## src/rtl/scan_decoder_pkg.sv

```systemverilog
// Shared types and constants for the scan_decoder family.
// Imported by the top and by later decoder variants.
package scan_decoder_pkg;

  typedef enum logic [1:0] {
    IDLE   = 2'd0,
    DIRECT = 2'd1,
    SCAN   = 2'd2
  } state_t;

  localparam logic MODE_DIRECT = 1'b0;
  localparam logic MODE_SCAN   = 1'b1;

endpackage

```

## src/rtl/scan_decoder_onehot_decode.sv

```systemverilog
// Combinational binary-to-one-hot decoder.
// Bit k of op is high when sel == k.
module onehot_decode #(
  parameter int SEL_W = 3
) (
  input  logic [SEL_W-1:0]    sel,
  output logic [2**SEL_W-1:0] op
);

  for (genvar k = 0; k < 2**SEL_W; k++) begin : g_bit
    assign op[k] = (sel == SEL_W'(k));
  end

endmodule

```

## src/rtl/scan_decoder.sv

```systemverilog
// Registered one-hot select driver with direct and self-scanning modes.
// op/idx/wrap are all registered from the next-state values.
module scan_decoder
  import scan_decoder_pkg::*;
#(
  parameter int SEL_W = 3,
  parameter int DWELL = 4
) (
  input  logic                clk,
  input  logic                rst_n,
  input  logic                en,
  input  logic                mode,
  input  logic [SEL_W-1:0]    sel,
  input  logic [SEL_W-1:0]    last,
  output logic [2**SEL_W-1:0] op,
  output logic [SEL_W-1:0]    idx,
  output logic                wrap
);

  localparam int            CW      = (DWELL > 1) ? $clog2(DWELL) : 1;
  localparam logic [CW-1:0] CNT_MAX = CW'(DWELL - 1);

  state_t              state, state_nx;
  logic [SEL_W-1:0]    idx_nx;
  logic [CW-1:0]       cnt, cnt_nx;
  logic [2**SEL_W-1:0] op_nx;
  logic                wrap_nx;

  always_comb begin
    state_nx = IDLE;
    idx_nx   = '0;
    cnt_nx   = '0;
    if (en) begin
      if (mode == MODE_DIRECT) begin
        state_nx = DIRECT;
        idx_nx   = sel;
      end else begin
        state_nx = SCAN;
        // Entering SCAN from elsewhere keeps the zeroed defaults: slot 0, fresh dwell.
        if (state == SCAN) begin
          if (cnt == CNT_MAX) begin
            idx_nx = (idx < last) ? idx + 1'b1 : '0;
          end else begin
            idx_nx = idx;
            cnt_nx = cnt + 1'b1;
          end
        end
      end
    end
  end

  onehot_decode #(.SEL_W(SEL_W)) u_dec (
    .sel (idx_nx),
    .op  (op_nx)
  );

  assign wrap_nx = (state_nx == SCAN) && (idx_nx >= last) && (cnt_nx == CNT_MAX);

  always_ff @(posedge clk or negedge rst_n) begin
    if (!rst_n) begin
      state <= IDLE;
      idx   <= '0;
      cnt   <= '0;
      op    <= '0;
      wrap  <= 1'b0;
    end else begin
      state <= state_nx;
      idx   <= idx_nx;
      cnt   <= cnt_nx;
      op    <= (state_nx == IDLE) ? '0 : op_nx;
      wrap  <= wrap_nx;
    end
  end

endmodule

```

## config.mk

```make
export PLATFORM = sky130hd
export DESIGN_NAME = scan_decoder
export DESIGN_NICKNAME = d
export VERILOG_FILES = /design/src/rtl/scan_decoder_pkg.sv /design/src/rtl/scan_decoder_onehot_decode.sv /design/src/rtl/scan_decoder.sv
export SDC_FILE = /design/constraint.sdc
export NUM_CORES = 1
export LEC_CHECK = 0
export ABC_AREA = 1
export BUFFER_PORTS_ARGS = -buffer_cell sky130_fd_sc_hd__buf_2
export CAP_MARGIN = 10
export CELL_PAD_IN_SITES_DETAIL_PLACEMENT = 1
export CELL_PAD_IN_SITES_GLOBAL_PLACEMENT = 1
export CORE_MARGIN = 2
export CORE_UTILIZATION = 25
export CTS_BUF_LIST = sky130_fd_sc_hd__clkbuf_4
export DETAILED_ROUTE_END_ITERATION = 8
export GPL_ROUTABILITY_DRIVEN = 0
export GPL_TIMING_DRIVEN = 0
export PLACE_DENSITY_LB_ADDON = 0.1
export RECOVER_POWER = 50
export SLEW_MARGIN = 5
export SYNTH_ARGS = -nofsm -noshare
export SYNTH_HDL_FRONTEND = slang
export SYNTH_SLANG_ARGS = --single-unit
```

## constraint.sdc

```tcl
create_clock -name clk -period 2.4 [get_ports clk]
set_input_delay 0 -clock clk [delete_from_list [all_inputs] [get_ports clk]]
set_output_delay 0 -clock clk [all_outputs]
set_load 0.02 [all_outputs]
```

==> summary.md, run 1 <==
| Metric | Value |
|---|---|
| Seq/Total Area, Yosys | 0.519 |
| Initial antenna violation count | 0 |
| Synth-to-Final Area Change | 26.5% |
| Number of synthesized flops with an enable pin | 0 |
| Synthesized area per cell | approximately 8.9 µm² |
| Asr flop ratio synth | 1.00 |
| Final #Nets | 134 |
| Post-DRT Antenna Nets | 0 |
| CP Capture Type | flip-flop |
| DRC | 0 |
| Pin count of the biggest net entering global routing | 17 |
| Crit-path cells | ha_1, a21oi_1, nand2_1, nand2_1, nand2_1, nand2_2, inv_2, ha_1, o21ai_0, nand2_1, a21oi_1, nor2_1 |
| Wirelength, routed | ~1700 µm |
| DIE WIDTH | between 50 and 60 µm |
| # resized after CTS | 0 |
| Clk_lat worst skew | 0.28 ns |
| I/O pin total | 22 |
| Clk_skew | 0.00335 ns |
| Register bit total from synthesis | 16 |
| Area of the core | approximately 3000 µm² |
| Final core utilization | 0.325 |
| Worst Path Buf+Inv | 1 |
| Hold crit path type | in -> reg |
| Root Driver | clkbuf_4 |
| Pwr dens | between 500 and 600 nW/µm² |
| Dominant synthesized flop cell | dfrtp_1 |
| Largest delay share family, worst path | adder cells |
| CP startpoint kind | flip-flop |
| Crit path depth | 12 |
| Maximum vdd drop | 0.334 mV |
| DR iter-0 viols | 6 |
| Global-route wire length before repair | 2790 µm |
| Data arrival, critical path | 2.27 ns |
| Synth area leaders | dfrtp_1 (52%), ha_1 (11%), nand2_1 (11%) |
| Rows | 20 |
| Critical path peak fanout | 4 |
| Syn_nets | about 100 |
| Final setup fails | 0 |
| Crit-path slowest cell | dfrtp_1 |
| Yosys warnings | 0 |
| Final setup TNS | 0 ns |
| Max-cap viol count | 0 |
| Worst R2R Path Depth | 12 |
| Starting Density | 0.257 |
| Cell repeated most along the worst path | nand2_1 |
| DR vias | between 600 and 700 |
| Gr ovfl total | 0 |
| Yosys top cell by area | dfrtp_1 |
| Fmax | 478 MHz |
| Yosys top cell area share | 0.519 |
| DRT Pass-1 Iters | 4 |
| Vias in the first global route | 625 |
| Clock Tree Buf Depth | 2 |
| GRT Total Usage | 0.108 |
| Port Buffers | 21 |
| Clock transition at path regs | ~0.090 ns |
| Final HPWL DP | 1340 µm |
| # diodes | 0 |
| Hold Violations, Final | 0 |
| Final min period | about 2.1 ns |
| Die Area | 3540 µm² |
| Height of the die | 59.5 µm |
| CTS buffer count | 3 |
| Post-Synthesis Cell Area | 771 µm² |
| Most common cell in the netlist | nand2_1 |
| Pins over their slew limit | 0 |
| Required time worst endpoint | 2.58 ns |
| Fraction of layout cells with a size suffix above 1 | 0.233 |
| Unrepaired setup endpoints after global routing | no |
| Setup Crit Path Kind | reg -> reg |
| WHS Path Cells | 3 |
| Worst Max-Slew Pin Slew | 0.865 ns |
| Max incr delay on CP | 0.42 ns |
| Final Cycle Share | 0.871 |
| WHS | 0.0206 ns |
| TritonCTS clock tree | done |
| Cell variety after synth | 16 |
| Slew headroom | 0.424 |
| Post-DR vias/cell | 4.23 |
| Static leakage | 0.559 nW |
| CTS sink cnt | 16 |
| Avg WL per Cell | between 10 and 15 µm |
| Status | finished, final reports clean |
| H-tree depth reported by CTS | 1 |
| Synth top cells by count | nand2_1 (22), dfrtp_1 (16), nor2_1 (13), inv_1 (11), ha_1 (7) |
| Post-Syn Instances | 87 |
-- path summary, 6_finish.rpt --
| path | start | end | slack [ns] |
|---|---|---|---|
| max | idx[2] | wrap | 0.31 |
| min | sel[0] | idx[0] | 0.02 |
| max reg2reg | idx[2] | wrap | 0.31 |
| min reg2reg | cnt[0] | cnt[0] | 0.46 |
| max in group asynchronous | rst_n | idx[1] | 1.54 |
| min in group asynchronous | rst_n | idx[0] | 0.33 |
-- area by class of cell --
cell class	count	area (µm²)
fillers	377	2030
flip-flops and latches	16	400
multi-input cells	56	314
repair buffers	25	136
inverters	15	56.3
well taps	33	41.3
clock buffers	3	22.5
clock inverters	1	3.75
-- sequential cells by signal, summed over array words and instances (netlist names) --
register  cells
cnt           2
op            8
idx           3
wrap          1
state         2
-- cell usage in the layout, fill, tap and decap left out, types with 2 or more instances in the layout --
cell type       n
dfrtp_1        16
dlygate4sd3_1   4
nand2_1        22
nand3_1         2
inv_1          11
a21oi_1         2
inv_2           4
buf_2          14
nand2_2         2
nand3_2         2
ha_1            7
nor2_1         13
clkbuf_1        7
clkbuf_4        3
-- stage by stage --
step / setup slack, ns / std cells / cell area (µm²) / total power [mW]
floorplan: 0.409 / 87 / 771 / 0.324
global placement: 0.291 / 141 / 917 / 0.351
detailed placement: 0.286 / 141 / 917 / 0.353
CTS: 0.257 / 149 / 983 / 0.504
global route: 0.134 / 149 / 975 / 0.525
finish: 0.310 / 149 / 975 / 0.493
-- worst register-to-register path: stages (launching register included) --
cell	delay [ns]
dfrtp_1	0.42
ha_1	0.30
a21oi_1	0.13
nand2_1	0.07
nand2_1	0.13
nand2_1	0.10
nand2_2	0.11
inv_2	0.05
ha_1	0.26
o21ai_0	0.15
nand2_1	0.08
a21oi_1	0.13
nor2_1	0.05
-- metal layers --
metal / track usage / wire (µm)
met1: 0.124 / 743
met2: 0.193 / 849
met3: 0.0415 / 61
met4: 0.0190 / 13
met5: 0 / 0
-- kinds of logic after synthesis --
logic type,share of synthesized area
compound gates,0.0195
simple gates,0.263
xor+xnor,0.0114
fa+ha+maj,0.114
flops,0.519
buf+inv,0.0730
-- power by group --
group | switching, mW | internal [mW] | total, mW
clock network | 0.0837 | 0.0603 | 0.144
registers | 0.00396 | 0.278 | 0.281
logic | 0.0419 | 0.0252 | 0.0671
-- repair_timing --
item | in CTS | in global routing
hold endpoints to repair | 19 | 0
setup buffers | 0 | 0
hold buffers | 4 | 0
No activity file was read; power rests on OpenSTA's default activity.
==> inputs of run 2 (changes only) <==
Settings changed: BUFFER_PORTS_ARGS -buffer_cell sky130_fd_sc_hd__buf_2 to -buffer_cell sky130_fd_sc_hd__buf_4, SYNTH_HIERARCHICAL set to 1.
==> run 2 against run 1 <==
Against the previous run: worst setup slack lost 0.094 ns; global-route usage increased by 1.2 points; clock skew is 0.0095 ns higher; hold slack better by 0.041 ns.
==> summary.md, run 2 <==
| Metric | Value |
|---|---|
| Yosys warnings | 6 (+6) |
| Final Cycle Share | 0.910 (+0.0393) |
| Final setup fails | 0 (unchanged) |
| Most flops, register | op |
| Fmax | 458 MHz (-4.3%) |
| Register area | 400 µm² (unchanged) |
| Hold Violations, Final | 0 (unchanged) |
| Avg WL per Cell | 10.2 µm (-9.1%) |
| Height of the die | 61.8 µm (+3.9%) |
| Final worst slack | 0.215 ns (-0.0943 ns) |
| # resized after CTS | 0 (unchanged) |
| Unrepaired setup endpoints after global routing | no |
| Synth-to-Final Area Change | 29.8% |
| I/O pin total | 22 (unchanged) |
| CTS buffer count | 3 (unchanged) |
| Placed Area | 1040 µm² (+14%) |
| Seq/Total Area, Yosys | 0.479 (-0.0404) |
| CP startpoint kind | flip-flop |
| Syn_nets | 119 (+14%) |
| Pins over their slew limit | 0 (unchanged) |
| Setup Crit Path Kind | reg -> reg |
| Vias in the first global route | 706 (+13%) |
| Area of the core | 3130 µm² (+4.2%) |
| Pre-CTS setup slack | 0.191 ns (-0.0944 ns) |
| Final HPWL DP | 1390 µm (+3.6%) |
| Slew headroom | 0.416 (-0.00786) |
| Final std cells w/o fill | 174 (+17%) |
| Final core utilization | 0.347 (+0.0222) |
| Static leakage | 0.645 nW (+15%) |
| Required time worst endpoint | 2.57 ns (about the same) |
| Port Buffers | 20 (-4.8%) |
| Multi-input logic area | 325 µm² (+3.6%) |
| Met1 usage | 0.151 (+0.0276) |
| Placed insts | 166 (+18%) |
| WHS | 0.0615 ns (+0.0409 ns) |
| Status | finished, final reports clean |
| Synth area leaders | dfrtp_1 (48%), nand2_1 (13%), ha_1 (10%) |
| # diodes | 0 (unchanged) |
| TritonCTS clock tree | done |
| Overall power | 0.505 mW (+2.5%) |
| Final #Nets | 148 (+10%) |
| Net Sw Frac | 0.269 (+0.00562) |
| GR peak layer | met2 |
| Pin count of the biggest net entering global routing | 17 (unchanged) |
| Number of synthesized flops with an enable pin | 0 (unchanged) |
| Dominant synthesized flop cell | dfrtp_1 |
| Gr ovfl total | 0 (unchanged) |
| DR vias | 678 (+7.4%) |
| Asr flop ratio synth | 1.00 (unchanged) |
| Final min period | 2.18 ns (+0.0943 ns) |
| GRT Total Usage | 0.120 (+0.0122) |
| Clock group share of total power | 0.292 (about the same) |
| Max-cap viol count | 0 (unchanged) |
| Starting Density | 0.267 (+0.0105) |
| Switching pwr | 0.136 mW (+4.7%) |
| Post-Syn Instances | 102 (+17%) |
| Fraction of layout cells with a size suffix above 1 | 0.185 (-0.0481) |
| Combinational Power Share | 0.152 (+0.016) |
| DRT Pass-1 Iters | 3 (-1) |
| Post-DRT Antenna Nets | 0 (unchanged) |
| Clock transition at path regs | 0.09 ns (about the same) |
| Most common cell in the netlist | nand2_1 |
| Yosys top cell by area | dfrtp_1 |
| Yosys top cell area share | 0.479 (-0.0404) |
| Commonest non-fill, non-tap cells in the layout | nand2_1 (29), inv_1 (23), dfrtp_1 (16) |
| Global-route wire length before repair | 3190 µm (+14%) |
| Rows | 20 (unchanged) |
| Met3 Use GR | 0.0186 (-0.0229) |
| Post-DR vias/cell | 3.90 (-8.0%) |
| Hold crit path type | in -> reg |
| DR iter-0 viols | 9 (+3) |
| Commonest non-fill, non-tap cell in the layout | nand2_1 |
| Regs by FF count | op (8), idx (3) |
| Pwr dens | 466 nW/µm² (-7.9%) |
| DRC | 0 (unchanged) |
| Wirelength, routed | 1770 µm (+6.1%) |
| Initial antenna violation count | 0 (unchanged) |
| DIE WIDTH | 61.8 µm (+3.9%) |
| Critical path peak fanout | 5 (+1) |
| Synthesized area per cell | 8.19 µm² (-7.5%) |
| Data arrival, critical path | 2.36 ns (+0.09 ns) |
| Clk_skew | 0.0128 ns (+0.00946 ns) |
| H-tree depth reported by CTS | 1 (unchanged) |
| Root Driver | clkbuf_4 |
| Register bit total from synthesis | 16 (unchanged) |
| Clock Tree Buf Depth | 2 (unchanged) |
| Largest register FFs | 8 (unchanged) |
| Fillers | 390 (+3.4%) |
| Met2 usage | 0.189 (-0.00362) |
| Worst Max-Slew Pin Slew | 0.876 ns (+0.0118 ns) |
| CP Capture Type | flip-flop |
| Die Area | 3820 µm² (+7.9%) |
| Post-Synthesis Cell Area | 836 µm² (+8.4%) |
| Register share of total power | 0.556 (-0.015) |
| Clk_lat worst skew | 0.29 ns (about the same) |
| R2R setup slack | 0.22 ns (-0.09 ns) |
| Maximum vdd drop | 0.101 mV (-70%) |
| Final setup TNS | 0 ns (unchanged) |
| Post-route cell area | 1080 µm² (+11%) |
| CTS sink cnt | 16 (unchanged) |
| Post-CTS setup buffers | 0 (unchanged) |
| Cell variety after synth | 16 (unchanged) |
| Internal cell power | 0.369 mW (+1.7%) |
| Synth top cells by count | nand2_1 (29), inv_1 (23), dfrtp_1 (16), nor2_1 (10), ha_1 (7) |
run 2: cell count changes after synthesis, moves of 2 or more:
cell,before,now
inv_1,11,23
nand2_1,22,29
nor2_1,13,10
inv_2,4,2
nand2_2,2,0
nand3_2,2,0
nor2_4,0,2
run 2: layout make-up:
class | instances | share of cell area
plain buffers | 2 | 0.0150
clock buffers | 3 | 0.0208
clock inverters | 1 | 0.00346
inverters | 25 | 0.0865
multi-input cells | 59 | 0.300
flip-flops and latches | 16 | 0.369
well taps | 44 | 0.0507
repair buffers | 24 | 0.155
run 2: power by group through the flow:
stage          registers [mW]  clock network (mW)  logic (mW)
2_1_floorplan           0.292                   0      0.0348
3_5_place_dp            0.286                   0      0.0756
6_report                0.281               0.147      0.0768
3_3_place_gp            0.286                   0      0.0742
5_1_grt                 0.282               0.168      0.0903
4_1_cts                 0.281               0.158      0.0815
run 2: layer usage:
metal / vias to the layer above / wire, µm
li1: 352 / -
met5: - / 0
met4: 0 / 40
met3: 2 / 53
met1: 312 / 823
met2: 12 / 852
run 2: final timing paths:
path                            startpoint        to  depth (start not counted)
max in group asynchronous            rst_n  state[0]                          2
min in group asynchronous            rst_n  state[1]                          2
worst min register to register      cnt[0]    cnt[0]                          1
worst min-delay path                sel[0]    idx[0]                          3
worst max-delay path                idx[2]      wrap                         12
worst max register to register      idx[2]      wrap                         12
run 2: timing repair:
item                                    CTS  global route
endpoints found under the setup margin    0             0
hold endpoints to repair                 25             0
hold buffers                              4             0
run 2: logic make-up after synthesis:
family          share of synthesized area
buf+inv                             0.132
simple gates                        0.240
flops                               0.479
fa+ha+maj                           0.105
xor+xnor                           0.0210
compound gates                     0.0240
run 2: critical path, stage by stage (launching register included):
cell and delay, ns:
dfrtp_1 0.42, ha_1 0.30, a21oi_1 0.13, nand2_1 0.08, nand2_1 0.10, nand3_1 0.07
nand2_1 0.16, inv_1 0.07, ha_1 0.27, o21ai_0 0.17, nand2_1 0.07, a21oi_1 0.18
nor2_1 0.06
==> inputs of run 3 (changes only) <==
Clock period 2.4 ns to 2.59 ns, I/O delays scaled along.
==> run 3 against run 2 <==
Against the previous run: sequential share of layout area is 0.13 points higher; core utilization is 0.12 points lower; via count stayed put; critical path depth stayed put; worst setup slack better by 0.19 ns; combinational power is 7.4% lower; critical path type unchanged; count of clock-buffer cells in the layout stayed put; clock skew stayed put; design area is 0.35% lower.
==> summary.md, run 3 (synthesis gave the netlist of run 2 again) <==
| Metric | Value |
|---|---|
| H-tree depth reported by CTS | 1 (unchanged) |
| Largest delay share family, worst path | adder cells |
| Final setup TNS | 0 ns (unchanged) |
| TritonCTS clock tree | done |
| DR vias | 678 (unchanged) |
| Register share of total power | 0.556 (about the same) |
| # diodes | 0 (unchanged) |
| Port Buffers | 20 (unchanged) |
| Final min period | 2.18 ns (unchanged) |
| Unrepaired setup endpoints after global routing | no |
| Hold path startpoint | sel[0] |
| Status | finished, final reports clean |
| Switching pwr | 0.126 mW (-7.3%) |
| Wirelength, routed | 1770 µm (+0.11%) |
| Fmax | 458 MHz (unchanged) |
| DIE WIDTH | 61.8 µm (unchanged) |
| CP Capture Type | flip-flop |
| Height of the die | 61.8 µm (unchanged) |
| Register area | 400 µm² (unchanged) |
| Post-DRT Antenna Nets | 0 (unchanged) |
| Multi-input logic area | 325 µm² (unchanged) |
| Worst Max-Slew Pin Slew | 0.876 ns (unchanged) |
| Most flops, register | op |
| Slew headroom | 0.416 (unchanged) |
| Max-cap viol count | 0 (unchanged) |
| R2R setup slack | 0.41 ns (+0.19 ns) |
| Clock Tree Buf Depth | 2 (unchanged) |
| Avg WL per Cell | 10.2 µm (+0.11%) |
| Clock transition at path regs | 0.09 ns (about the same) |
| Fraction of layout cells with a size suffix above 1 | 0.177 (-0.00769) |
| Starting Density | 0.267 (unchanged) |
| Maximum vdd drop | 0.0933 mV (-7.3%) |
| Regs by FF count | op (8), idx (3) |
| Root Driver | clkbuf_4 |
| Post-DR vias/cell | 3.90 (unchanged) |
| Rows | 20 (unchanged) |
| DR iter-0 viols | 9 (unchanged) |
| Clock group share of total power | 0.292 (about the same) |
| Crit-path slowest cell | dfrtp_1 |
| Fillers | 391 (+0.26%) |
| Max incr delay on CP | 0.42 ns (about the same) |
| Net Sw Frac | 0.269 (about the same) |
| GRT Total Usage | 0.120 (unchanged) |
| Data arrival, critical path | 2.36 ns (about the same) |
| Internal cell power | 0.342 mW (-7.4%) |
| Hold Violations, Final | 0 (unchanged) |
| Pin count of the biggest net entering global routing | 17 (unchanged) |
| Setup Crit Path Kind | reg -> reg |
| I/O pin total | 22 (unchanged) |
| Crit path depth | 12 (unchanged) |
| Initial antenna violation count | 0 (unchanged) |
| Crit-path cells | ha_1, a21oi_1, nand2_1, nand2_1, nand3_1, nand2_1, inv_1, ha_1, o21ai_0, nand2_1, a21oi_1, nor2_1 |
| Die Area | 3820 µm² (unchanged) |
| CP startpoint kind | flip-flop |
| WHS Endpoint | idx[0] |
| Pins over their slew limit | 0 (unchanged) |
| Largest register FFs | 8 (unchanged) |
| Final HPWL DP | 1390 µm (unchanged) |
| Vias in the first global route | 706 (unchanged) |
| Synth-to-Final Area Change | 29.3% |
| Final Cycle Share | 0.843 (-0.0668) |
| Worst Path Buf+Inv | 1 (unchanged) |
| Global-route wire length before repair | 3190 µm (unchanged) |
| WHS Path Cells | 3 (unchanged) |
| Gr ovfl total | 0 (unchanged) |
| DRC | 0 (unchanged) |
| Pwr dens | 433 nW/µm² (-7.0%) |
| Combinational Power Share | 0.152 (about the same) |
| Final core utilization | 0.346 (-0.00120) |
| Worst R2R Path Depth | 12 (unchanged) |
| Area of the core | 3130 µm² (unchanged) |
| Commonest non-fill, non-tap cells in the layout | nand2_1 (29), inv_1 (23), dfrtp_1 (16) |
| Clk_skew | 0.0128 ns (unchanged) |
| Critical path peak fanout | 5 (unchanged) |
| Reg-to-reg critical path endpoint | wrap |
| Final #Nets | 148 (unchanged) |
| DRT Pass-1 Iters | 3 (unchanged) |
| Commonest non-fill, non-tap cell in the layout | nand2_1 |
| CTS sink cnt | 16 (unchanged) |
| Hold crit path type | in -> reg |
| CTS buffer count | 3 (unchanged) |
| Required time worst endpoint | 2.76 ns (+0.19 ns) |
| Clk_lat worst skew | 0.29 ns (about the same) |
| Cell repeated most along the worst path | nand2_1 |
| Static leakage | 0.641 nW (-0.66%) |
| Reg2reg start | idx[2] |
| Overall power | 0.468 mW (-7.4%) |
| Final setup fails | 0 (unchanged) |
| # resized after CTS | 0 (unchanged) |
-- run 3: cell type report --
type	instances	share of cell area
sequential	16	0.370
multi-input combinational	59	0.301
timing repair buffer	24	0.152
inverter	25	0.0868
tap	44	0.0509
clock buffer	3	0.0208
buffer	2	0.0150
clock inverter	1	0.00347
-- run 3: worst register-to-register path, delay by kind of cell (launching register included) --
family	cells	cell delay (ns)
buf+inv	1	0.07
fa+ha+maj	2	0.57
simple gates	6	0.55
flops	1	0.42
compound gates	3	0.48
-- run 3: worst max-delay path by stage --
stage / to / from / slack, ns
after floorplan: wrap / idx[2] / 0.62
after global placement: wrap / idx[2] / 0.43
after detailed placement: wrap / idx[2] / 0.38
after CTS: wrap / idx[2] / 0.35
after global routing: wrap / idx[2] / 0.19
final: wrap / idx[2] / 0.41
-- run 3: routing by layer --
metal	global-route usage	vias up	routed length, µm	part of all wire
met5	0	-	0	0
met1	0.151	312	826	0.47
met4	0.0821	0	40	0.023
li1	-	352	-	-
met2	0.189	12	852	0.48
met3	0.0186	2	53	0.030
-- run 3: what timing repair did --
action | CTS | global route
endpoints found under the hold margin | 25 | 0
setup endpoints to repair | 0 | 0
hold buffers | 4 | 0
buffers inserted | 0 | 0
-- run 3: stage by stage --
stage / cell area (µm²) / hold WS (ns) / worst slack [ns] / instances
after detailed placement: 1040 / -0.124 / 0.381 / 166
after global placement: 1040 / -0.128 / 0.428 / 166
final: 1080 / 0.0615 / 0.405 / 174
after global routing: 1080 / 0.0763 / 0.194 / 174
after CTS: 1110 / 0.0588 / 0.349 / 174
after floorplan: 836 / -0.296 / 0.615 / 102
-- run 3: power by group through the flow --
stage / Sequential [mW] / Clock [mW] / Combinational [mW]
CTS: 0.260 / 0.146 / 0.0755
floorplan: 0.271 / 0 / 0.0322
detailed placement: 0.265 / 0 / 0.0700
finish: 0.260 / 0.137 / 0.0711
global placement: 0.265 / 0 / 0.0687
global route: 0.261 / 0.156 / 0.0836
